===== src/rtl/common.sv =====
// common: shared memory-bus types used by the fetch, memory and cache-side ports.
//   ibus_req_t / ibus_resp_t : fetch request {valid, addr} and response {addr_ok, data_ok, data[31:0]}
//   dbus_req_t / dbus_resp_t : data request {valid, is_write, addr, size, strobe, data} and response
//   cbus_req_t / cbus_resp_t : downstream port, same layout as the dbus pair
package common;

    typedef enum logic [2:0] {
        MSIZE1 = 3'd0,
        MSIZE2 = 3'd1,
        MSIZE4 = 3'd2,
        MSIZE8 = 3'd3
    } msize_t;

    typedef struct packed {
        logic        valid;
        logic [31:0] addr;
    } ibus_req_t;

    typedef struct packed {
        logic        addr_ok;
        logic        data_ok;
        logic [31:0] data;
    } ibus_resp_t;

    typedef struct packed {
        logic        valid;
        logic        is_write;
        logic [31:0] addr;
        msize_t      size;
        logic [7:0]  strobe;
        logic [63:0] data;
    } dbus_req_t;

    typedef struct packed {
        logic        addr_ok;
        logic        data_ok;
        logic [63:0] data;
    } dbus_resp_t;

    typedef dbus_req_t  cbus_req_t;
    typedef dbus_resp_t cbus_resp_t;

    typedef enum logic [1:0] {ARB_IDLE, ARB_ADDR, ARB_DATA, ARB_RESP} arb_state_t;

    typedef enum logic {OWN_IBUS, OWN_DBUS} owner_t;

endpackage


===== src/rtl/arb_grant.sv =====
// arb_grant: dbus-priority grant with a starvation counter that forces an ibus win.
//   clk, rst (sync, active-low) : clock and reset
//   ivalid, dvalid              : requester valids
//   in_idle                     : arbitration allowed this cycle
//   grant_d, grant_i            : one-hot grant (both low when not idle or nobody requests)
module arb_grant #(
    parameter int MAX_WAIT = 4
) (
    input  logic clk,
    input  logic rst,
    input  logic ivalid,
    input  logic dvalid,
    input  logic in_idle,
    output logic grant_d,
    output logic grant_i
);

    localparam int CW = $clog2(MAX_WAIT + 1);

    logic [CW-1:0] wait_q, wait_d;
    logic          starved;

    always_comb begin
        starved = wait_q == CW'(MAX_WAIT);
        grant_i = in_idle && ivalid && (!dvalid || starved);
        grant_d = in_idle && dvalid && !grant_i;
        // counts only dbus wins that ibus actually contested
        wait_d  = grant_i ? '0 : (grant_d && ivalid && !starved) ? wait_q + 1'b1 : wait_q;
    end

    always_ff @(posedge clk) begin
        if (!rst) wait_q <= '0;
        else      wait_q <= wait_d;
    end

endmodule


===== src/rtl/mem_bus_arbiter.sv =====
// mem_bus_arbiter: shares one cbus port between ibus (fetch) and dbus (memory stage), one transaction at a time.
//   clk, rst (sync, active-low)    : clock and reset
//   ibus_req, ibus_flush, ibus_resp : fetch port; flush marks the in-flight fetch result stale
//   dbus_req, dbus_resp            : data port
//   cbus_req, cbus_resp            : downstream port toward cache/memory
// All outputs are registered.
module mem_bus_arbiter
    import common::*;
#(
    parameter int MAX_WAIT = 4
) (
    input  logic       clk,
    input  logic       rst,
    input  ibus_req_t  ibus_req,
    input  logic       ibus_flush,
    output ibus_resp_t ibus_resp,
    input  dbus_req_t  dbus_req,
    output dbus_resp_t dbus_resp,
    output cbus_req_t  cbus_req,
    input  cbus_resp_t cbus_resp
);

    arb_state_t  state_q;
    owner_t      owner_q;
    logic        drop_q, drop_d, done, grant_d, grant_i;
    logic [31:0] iword;
    cbus_req_t   cbus_req_q;
    ibus_resp_t  ibus_resp_q;
    dbus_resp_t  dbus_resp_q;

    arb_grant #(.MAX_WAIT(MAX_WAIT)) u_grant (
        .clk     (clk),
        .rst     (rst),
        .ivalid  (ibus_req.valid),
        .dvalid  (dbus_req.valid),
        .in_idle (state_q == ARB_IDLE),
        .grant_d (grant_d),
        .grant_i (grant_i)
    );

    always_comb begin
        drop_d = drop_q || (ibus_flush && owner_q == OWN_IBUS);
        // data_ok is only honoured once the address phase has been accepted
        done   = cbus_resp.data_ok && (state_q == ARB_DATA || (state_q == ARB_ADDR && cbus_resp.addr_ok));
        iword  = cbus_req_q.addr[2] ? cbus_resp.data[63:32] : cbus_resp.data[31:0];
    end

    always_ff @(posedge clk) begin
        if (!rst) begin
            state_q     <= ARB_IDLE;
            owner_q     <= OWN_IBUS;
            drop_q      <= 1'b0;
            cbus_req_q  <= '0;
            ibus_resp_q <= '0;
            dbus_resp_q <= '0;
        end else begin
            case (state_q)
                ARB_IDLE: begin
                    drop_q <= 1'b0;
                    if (grant_i) begin
                        owner_q    <= OWN_IBUS;
                        cbus_req_q <= '{valid: 1'b1, is_write: 1'b0, addr: ibus_req.addr,
                                        size: MSIZE4, strobe: '0, data: '0};
                        state_q    <= ARB_ADDR;
                    end else if (grant_d) begin
                        owner_q    <= OWN_DBUS;
                        cbus_req_q <= dbus_req;
                        state_q    <= ARB_ADDR;
                    end
                end
                ARB_ADDR, ARB_DATA: begin
                    drop_q <= drop_d;
                    if (state_q == ARB_ADDR && cbus_resp.addr_ok) begin
                        cbus_req_q.valid <= 1'b0;
                        state_q          <= ARB_DATA;
                    end
                    if (done) begin
                        state_q <= ARB_RESP;
                        if (owner_q == OWN_IBUS)
                            ibus_resp_q <= drop_d ? '0 : '{addr_ok: 1'b1, data_ok: 1'b1, data: iword};
                        else
                            dbus_resp_q <= '{addr_ok: 1'b1, data_ok: 1'b1, data: cbus_resp.data};
                    end
                end
                default: begin
                    ibus_resp_q <= '0;
                    dbus_resp_q <= '0;
                    state_q     <= ARB_IDLE;
                end
            endcase
        end
    end

    assign cbus_req  = cbus_req_q;
    assign ibus_resp = ibus_resp_q;
    assign dbus_resp = dbus_resp_q;

endmodule


===== config.mk =====
export PLATFORM = sky130hd
export DESIGN_NAME = mem_bus_arbiter
export DESIGN_NICKNAME = d
export VERILOG_FILES = /design/src/rtl/common.sv /design/src/rtl/arb_grant.sv /design/src/rtl/mem_bus_arbiter.sv
export SDC_FILE = /design/constraint.sdc
export NUM_CORES = 1
export LEC_CHECK = 0
export CELL_PAD_IN_SITES_DETAIL_PLACEMENT = 1
export CELL_PAD_IN_SITES_GLOBAL_PLACEMENT = 1
export CORE_ASPECT_RATIO = 0.5
export CORE_MARGIN = 2
export CORE_UTILIZATION = 26
export DETAILED_ROUTE_END_ITERATION = 10
export PLACE_DENSITY = 0.77
export SETUP_SLACK_MARGIN = 0.15
export SLEW_MARGIN = 20
export SYNTH_ARGS = -nofsm -noshare
export SYNTH_HDL_FRONTEND = slang
export SYNTH_SLANG_ARGS = --single-unit

===== constraint.sdc =====
create_clock -name clk -period 2 [get_ports clk]
set_clock_uncertainty 0.2 [all_clocks]
set_input_delay 0.6 -clock clk [delete_from_list [all_inputs] [get_ports clk]]
set_output_delay 0.6 -clock clk [all_outputs]
set_load 0.01 [all_outputs]

-- Word level (Yosys, flattened, before mapping)
Index checks and enable logic that the tools add are counted.
- register bits after elaboration: 216
- output and inout bits: 209
- add/sub/neg operators: 1
- equal/unequal tests: 9
- muxes and demuxes: 20
- bitwise logic cells: 3
- reductions and logical operators: 25
- operators with widths (kind ; number):
    two-way mux 109 bit ; 2
    two-way mux 66 bit ; 2
    one-hot mux 66 bit (2 select lines) ; 1
    two-way mux 34 bit ; 3
    one-hot mux 34 bit (2 select lines) ; 1
    two-way mux 32 bit ; 1
    logical AND 1 bit ; 9
    AND reduction 3 bit ; 3
    two-way mux 2 bit ; 4
    inequality test 2 bit (second input constant) ; 4
    inequality test 3 bit (second input constant) ; 2
    one-hot mux 1 bit (2 select lines) ; 2
    one-hot mux 2 bit (2 select lines) ; 1
    AND reduction 2 bit ; 2
    nonzero test 2 bit ; 2
    OR reduction 2 bit ; 2
    adder 3 x 1 -> 3 bit (second input constant) ; 1
    == test 3 bit (second input constant) ; 1
    logical NOT 1 bit ; 3
    logical OR 1 bit ; 3
    two-way mux 1 bit ; 3
    inverter 1 bit ; 3
    == test 2 x 1 -> 1 bit (second input constant) ; 1
    == test 2 bit (second input constant) ; 1
    logical NOT 2 bit ; 1

-- Depth between registers and ports, before layout
Gate-level depths: netlist of the first run.
- depth after elaboration: 8
- gate-level depth with buffers: 9
- mapped depth without buffers: 6

-- Cells and area by module
Synthesis of the first run repeated with hierarchy kept, for this count alone.
- cells, all modules: 1015
- area total of the unflattened synthesis: 9190.1 um^2
- modules (own cells, without submodules) (module ; instances ; cells each ; area each (um^2)):
    mem_bus_arbiter ; 1 ; 991 ; 8998.6
    arb_grant ; 1 ; 24 ; 191.4

-- Least setup slack after synthesis of the first run
Ideal clock, no wire load.
- path type: register to register
- start point: register state_q[0]
- end point: register ibus_resp_q (netlist bit ibus_resp[10])
- arrival time: 1.602 ns
- data required time: 1.680 ns
- path slack: 0.078 ns
- stages on the path, launching flop included: 9
- path buffers: 3
- period minus slack after synthesis: 1.922 ns
- path through: dfxtp_1 inv_1 ha_1 buf_2 a21boi_0 a211o_1 buf_4 buf_6 mux2i_1
- longest elaborated chain between the ends: 6
- elaborated cells between the ends (all ways): 12
- ends and longest elaborated chain (item ; line ; RTL):
    start: declaration ; mem_bus_arbiter.sv:23 ; arb_state_t state_q;
    start signal: assignment ; mem_bus_arbiter.sv:50 ; state_q <= ARB_IDLE;
    start signal: assignment ; mem_bus_arbiter.sv:64 ; state_q <= ARB_ADDR;
    start signal: assignment ; mem_bus_arbiter.sv:68 ; state_q <= ARB_ADDR;
    == test 2 x 1 -> 1 bit ; mem_bus_arbiter.sv:44, mem_bus_arbiter.sv:57 ;
    logical AND 1 bit ; mem_bus_arbiter.sv:44 ; done = cbus_resp.data_ok && (state_q == ARB_DATA || (state_q == ARB_ADDR && cbus_resp.addr_ok));
    logical OR 1 bit ; mem_bus_arbiter.sv:44 ;
    logical AND 1 bit ; mem_bus_arbiter.sv:44 ;
    inequality test 2 bit (no line) ; -- ;
    AND reduction 3 bit (no line) ; -- ;
    end signal: assignment ; mem_bus_arbiter.sv:80 ; ibus_resp_q <= drop_d ? '0 : '{addr_ok: 1'b1, data_ok: 1'b1, data: iword};
    end: declaration ; mem_bus_arbiter.sv:28 ; ibus_resp_t ibus_resp_q;
Several ways; a longest one is shown, not always the timed one.
A chain may end at the register's enable or synchronous reset.

-- Final worst setup path of the first run
- start point: register state_q[1]
- end point: register ibus_resp_q (netlist bit ibus_resp[30])
The elaborated chain is that of the path after synthesis.

==> results of run 1 <==
==> layer usage <==
metal | vias to the layer above | global-route usage, % | routed length, um
li1 | 4135 | - | -
met1 | 4518 | 23.0 | 17000
met2 | 266 | 37.0 | 21800
met3 | 125 | 3.55 | 1670
met4 | 2 | 9.10 | 2140
met5 | - | 0 | 10
==> cells by family (layout without fill, tap and decap cells) <==
logic type	Yosys count	in the layout	synth area share, %
flops	214	214	49.3
mux	97	97	11.6
other cells	0	3	0
simple gates	293	293	16.4
compound gates	229	229	16.0
buf+inv	93	552	5.82
fa+ha+maj	6	6	0.865
==> final timing paths <==
kind | endpoint | cells after the start
max reg2reg | ibus_resp[30] | 9
max | ibus_resp[30] | 9
min reg2reg | dbus_resp[42] | 2
min | drop_q | 2
==> cells in the mapped netlist, drive strengths merged (5+ instances only) <==
master | n | share of area [%]
dfxtp | 214 | 49
nand2 | 136 | 5.9
o21ai | 100 | 5.8
nor2b | 80 | 5.8
a22oi | 75 | 6.5
mux2i | 65 | 7.5
nand3 | 64 | 3.7
buf | 46 | 3.8
clkbuf | 42 | 1.8
a21oi | 36 | 2.1
mux2 | 32 | 4.1
ha | 6 | 0.86
a21boi | 5 | 0.48
inv | 5 | 0.22
==> cells in the final DEF, fill, tap and decap left out, types with 3 or more instances in the layout <==
cell,count
a21oi_1,36
a22oi_1,75
buf_12,19
buf_16,3
buf_2,131
buf_4,75
buf_6,46
bufinv_16,3
clkbuf_1,3
clkbuf_16,44
clkbuf_8,7
clkdlybuf4s50_1,207
clkinv_2,3
dfxtp_1,104
dfxtp_2,103
dfxtp_4,7
diode_2,3
ha_4,4
mux2_2,32
mux2i_1,56
mux2i_2,6
mux2i_4,3
nand2_1,127
nand2_2,9
nand3_1,59
nand3_2,5
nor2_1,3
nor2b_1,80
o21ai_0,56
o21ai_1,42
==> area by class of cell <==
cell class              count  area [um^2]  share of cell area (%)
inverters                   5         23.8                   0.161
repair buffers            505         4830                    32.6
multi-input cells         625         4150                    28.0
flip-flops and latches    214         4440                    30.0
well taps                 441          552                    3.73
clock inverters             9          129                   0.870
clock buffers              33          683                    4.61
diodes                      3         7.51                  0.0507
==> worst max-delay path, cell delays in order, from the launching register on <==
cell     delay [ns]
dfxtp_4        0.39
inv_4          0.06
ha_4           0.30
buf_6          0.12
nand2_2        0.07
nor3_4         0.18
buf_6          0.17
buf_6          0.18
nand2_1        0.09
mux2i_1        0.20
==> repair_timing <==
item,in CTS,in global routing
hold buffers,0,0
resized for setup,933,199
endpoints found under the setup margin,380,292
cloned,2,27
pin swaps,3,10
setup buffers,1,19
==> sequential cells by signal, summed over array words and instances, names as in the netlist <==
register and flops:
cbus_req 109, dbus_resp 65, drop_q 1, ibus_resp 33, owner_q 1, state_q 2
u_grant.wait_q 3
==> stage by stage <==
step | setup TNS (ns) | hold WS (ns) | worst slack [ns] | total power [W]
6_report | -0.0607 | 0.204 | -0.0607 | 0.0180
5_1_grt | -0.373 | 0.181 | -0.124 | 0.0188
4_1_cts | 0 | 0.163 | 0.0601 | 0.0163
3_5_place_dp | -67.75 | 0.254 | -0.421 | 0.0119
3_3_place_gp | -63.01 | 0.245 | -0.406 | 0.0117
2_1_floorplan | 0 | 0.258 | 0.151 | 0.00885
==> power by group <==
group	switching (W)	internal, W	leakage, nW
combinational	0.00400	0.00389	4.03
clock	0.00190	0.00277	0.396
sequential	0.000451	0.00499	1.80
==> results.md, run 1 <==
* Status: complete, but fails checks
* Failing checks: negative setup slack
* RSZ-0062 raised after global routing: true
* Cts bufs inserted at 23
* Hold Path Class: primary input to flop
* Syn Area/Cell at 9.32 um^2
* Hold_sp: rst
* GPL Wtd Cong at ~0.89
* Die footprint at 0.0350 mm^2
* Synth Flop Type: dfxtp_1
* Vias in the first global route at 9081
* Clock root cell: clkbuf_16
* Rows at 47
* Setup CP Type: flop to flop
* # placed instances at around 1700
* Starting DRT DRC Count at roughly 580
* Max VDD drop at 0.626 mV
* Area grow syn2layout at 70.5%
* Worst Setup End Kind: flop
* Fmax at 0.485 GHz
* CP Max Fanout at 8
* Nature of the critical path startpoint: flop
* Fin area at 0.0148 mm^2
* Hpwl dp at 26600 um
* Cell area after synthesis at between 0.008 and 0.009 mm^2
* Largest net degree at the start of global routing at 81
* I/O Pins at 420
* Clock-pin slew on the worst setup and hold paths at 0.07 ns
* Sequential share of the synthesized area at 49.3%
* H-tree depth at 1
* Max_cap viols at 0
* Setup WS post-layout at -0.0607 ns
* WL final at 42600 um
* Post-route insts no fill at 1835
* CP Data Arrival Time at 2.30 ns
* Die width at 262 um
* Final setup viols at 1
* Die Height at 133 um
* DP Area at 0.0135 mm^2
* CTS Sinks at 214
* First-pass GRT wire length at 55500 um
* Fin crit share at 103%
* EDFF count, synth at 0
* Initial antenna violation count at 4
* FFs w/ async S/R, synth at 0%
* Total GRT Usage at between 20% and 30%
* Rel. slew slack at roughly 65%
* R2R Setup Slk at -0.06 ns
* Worst-Skew Late Latency at 0.54 ns
* CP required at 2.24 ns
* Fillers at roughly 3700
* Post-synth net total at 1149
* Post-route DRC at 0
* Core footprint at 0.0330 mm^2
* Pre-antenna DRT Iters at 5
* #FFs+latches synth at 214
* Ys Warns at 0
* Pwr per Cell Area at around 1200 mW/mm^2
* Layout cells sized above 1 at a little under two fifths
* Post-layout util at 44.9%
* Fin. max-slew vios at 0
* Clock Path Buffers at 3
* Leak at 6.23 nW
* R2R Path Start: state_q[1]
* IO buf count at 419
* Detail Route Antenna Nets at 0
* Worst-Margin Slew at ~0.53 ns
* Cells after Synth at a little over 900
* WL/cell at 23.2 um
* Final nets at 1591
* Final Hold Viols at 0
* CTS tree: built
* Vias/cell at roughly 4.9
* Initial Util at 26.3%
* Final critical-path required period at 2.06 ns
* Worst Setup SP: state_q[1]
* Netlist cell types at 38
* Vias at 9046
* GRT overflow at 0
(Power assumes the default switching activity.)
==> run 2: changes to the inputs <==
- CORE_ASPECT_RATIO: 0.5 -> unset
- CTS_BUF_LIST: unset -> sky130_fd_sc_hd__clkbuf_4 sky130_fd_sc_hd__clkbuf_8 sky130_fd_sc_hd__clkbuf_16
==> run 2 against run 1 <==
The flow now finishes without violations. Fmax increased by 5.9%. Global-route usage fell by 1.0 points. Critical path depth down 1. Flip-flop and latch count stayed put. Cell count is 0.16% lower. Sequential power hardly changed. Routed wire length is 8.6% lower. Utilization is essentially flat. Setup slack better by 0.12 ns.
==> results.md, run 2 (synthesized netlist as in run 1, its figures left out) <==
* Number of flip-flops in the largest register at 109
* Cts bufs inserted at 25
* Clock Path Buffers at 3
* Hpwl dp at 24200 um
* Total GRT Usage at 19.1%
* Tot Pwr at 0.0175 W
* Hold Path Class: primary input to flop
* Detail Route Antenna Nets at 0
* CP max-delay cell: dfxtp_4
* Area grow syn2layout at 69.0%
* Final nets at approximately 1600
* Die footprint at 0.0349 mm^2
* Min Hold Slack at 0.219 ns
* Post-route DRC at 0
* Rows at 66
* CP Data Arrival Time at 2.19 ns
* Die width at 187 um
* GPL Wtd Cong at 0.774
* Top cell by count, worst path: buf_12
* Fillers at around 3700
* IO buf count at 419
* Critical Path, Cell by Cell: inv_4 -> ha_2 -> a21o_4 -> and4b_4 -> buf_12 -> buf_8 -> buf_12 -> o21ai_0
* Final Hold Viols at 0
* RSZ-0062 raised after global routing: true
* # placed instances at 1740
* Nature of the critical path startpoint: flop
* Vias/cell at 4.79
* Commonest non-fill, non-tap cell in the layout: clkdlybuf4s50_1
* First-pass GRT wire length at 53600 um
* GRT overflow at 0
* CTS Sinks at ~210
* Leak at 6.21 nW
* Largest net degree at the start of global routing at 84
* Vias in the first global route at 9150
* H-tree depth at 1
* Clock-pin slew on the worst setup and hold paths at about 0.060 ns
* WL final at just under 40000 um
* Setup CP Type: flop to flop
* Most frequent cells in the layout: clkdlybuf4s50_1 (207), buf_2 (139), nand2_1 (133)
* Ant diodes at 0
* Status: finished, final reports clean
* Pwr per Cell Area at 1190 mW/mm^2
* Fin. max-slew vios at 0
* Max_cap viols at 0
* Rel. slew slack at 68.1%
* Pre-antenna DRT Iters at 4
* Largest stage delay, worst path at 0.38 ns
* Final setup viols at 0
* Fmax at ~0.5 GHz
* WL/cell at 21.2 um
* Starting DRT DRC Count at 280
* Max VDD drop at 0.638 mV
* Worst Setup End Kind: flop
* Post-route insts no fill at 1832
* Initial antenna violation count at 0
* Worst-Margin Slew at 0.478 ns
* Layout cells sized above 1 at 37.1%
* Core footprint at 0.0327 mm^2
* CP required at approximately 2.2 ns
* Worst-Skew Late Latency at 0.54 ns
* Die Height at 187 um
* Vias at slightly below 9000
* Initial Util at 26.6%
* I/O Pins at 420
* CTS tree: built
* Fin crit share at 97.3%
* Final critical-path required period at 1.95 ns
* Clock root cell: clkbuf_16
* CP Max Fanout at 9
run 2: changes by cell type in the layout (fill, tap and decap cells not counted), moves of 4 or more:
cell,change
buf_2,+8
buf_4,-22
buf_6,+11
clkbuf_4,+8
dfxtp_1,+4
mux2i_1,+5
nand2_1,+6
nand2_2,-9
o21ai_0,+27
o21ai_1,-29
run 2: repair_timing:
item	CTS	global route
cloned	4	22
setup endpoints to repair	325	279
hold buffers	0	0
hold endpoints to repair	0	0
resized for setup	930	161
pin swaps	6	11
buffers inserted	8	12
run 2: metal layers:
layer | vias up | global-route usage, % | wire [um]
met5 | - | 0 | 0
met4 | 0 | 7.14 | 1470
met3 | 78 | 4.89 | 2270
met2 | 298 | 34.5 | 19400
met1 | 4270 | 21.6 | 15800
li1 | 4125 | - | -
run 2: final cells by class:
type,instances,area [um^2],share of cell area [%]
sequential,214,4430,30.2
timing repair buffer,500,4750,32.4
clock buffer,40,782,5.33
inverter,5,23.8,0.162
tap,442,553,3.77
multi-input combinational,625,4100,27.9
clock inverter,6,37.5,0.256
run 2: worst paths after layout:
path                      start       endpoint  slack (ns)  cells past startpoint
hold / removal              rst     state_q[0]        0.22                      2
setup / recovery     state_q[0]  dbus_resp[30]        0.05                      8
hold reg to reg   dbus_resp[54]  dbus_resp[54]        0.25                      2
setup reg to reg     state_q[0]  dbus_resp[30]        0.05                      8
run 2: worst max-delay path, delay by kind of cell, from the launching register on:
family	cells	cell delay [ns]
buffers and inverters	4	0.47
AOI/OAI and AO/OA	2	0.39
DFF	1	0.38
and+or+nand+nor	1	0.22
adders and majority gates	1	0.19
run 2: power by group:
part	total [W]	leakage, nW	switching [W]	internal, W
combinational	0.00751	4.00	0.00380	0.00371
clock	0.00460	0.420	0.00192	0.00268
sequential	0.00541	1.79	0.000416	0.00500
run 2: stage by stage:
step / setup slack [ns] / area, um^2 / utilization (%) / TNS, ns
global placement: -0.423 / 13500 / 41.1 / -62.95
detailed placement: -0.456 / 13500 / 41.1 / -69.62
global route: -0.0417 / 14700 / 44.9 / -0.0417
finish: 0.0549 / 14700 / 44.9 / 0
floorplan: 0.151 / 8720 / - / 0
CTS: 0.0760 / 13600 / 41.7 / 0
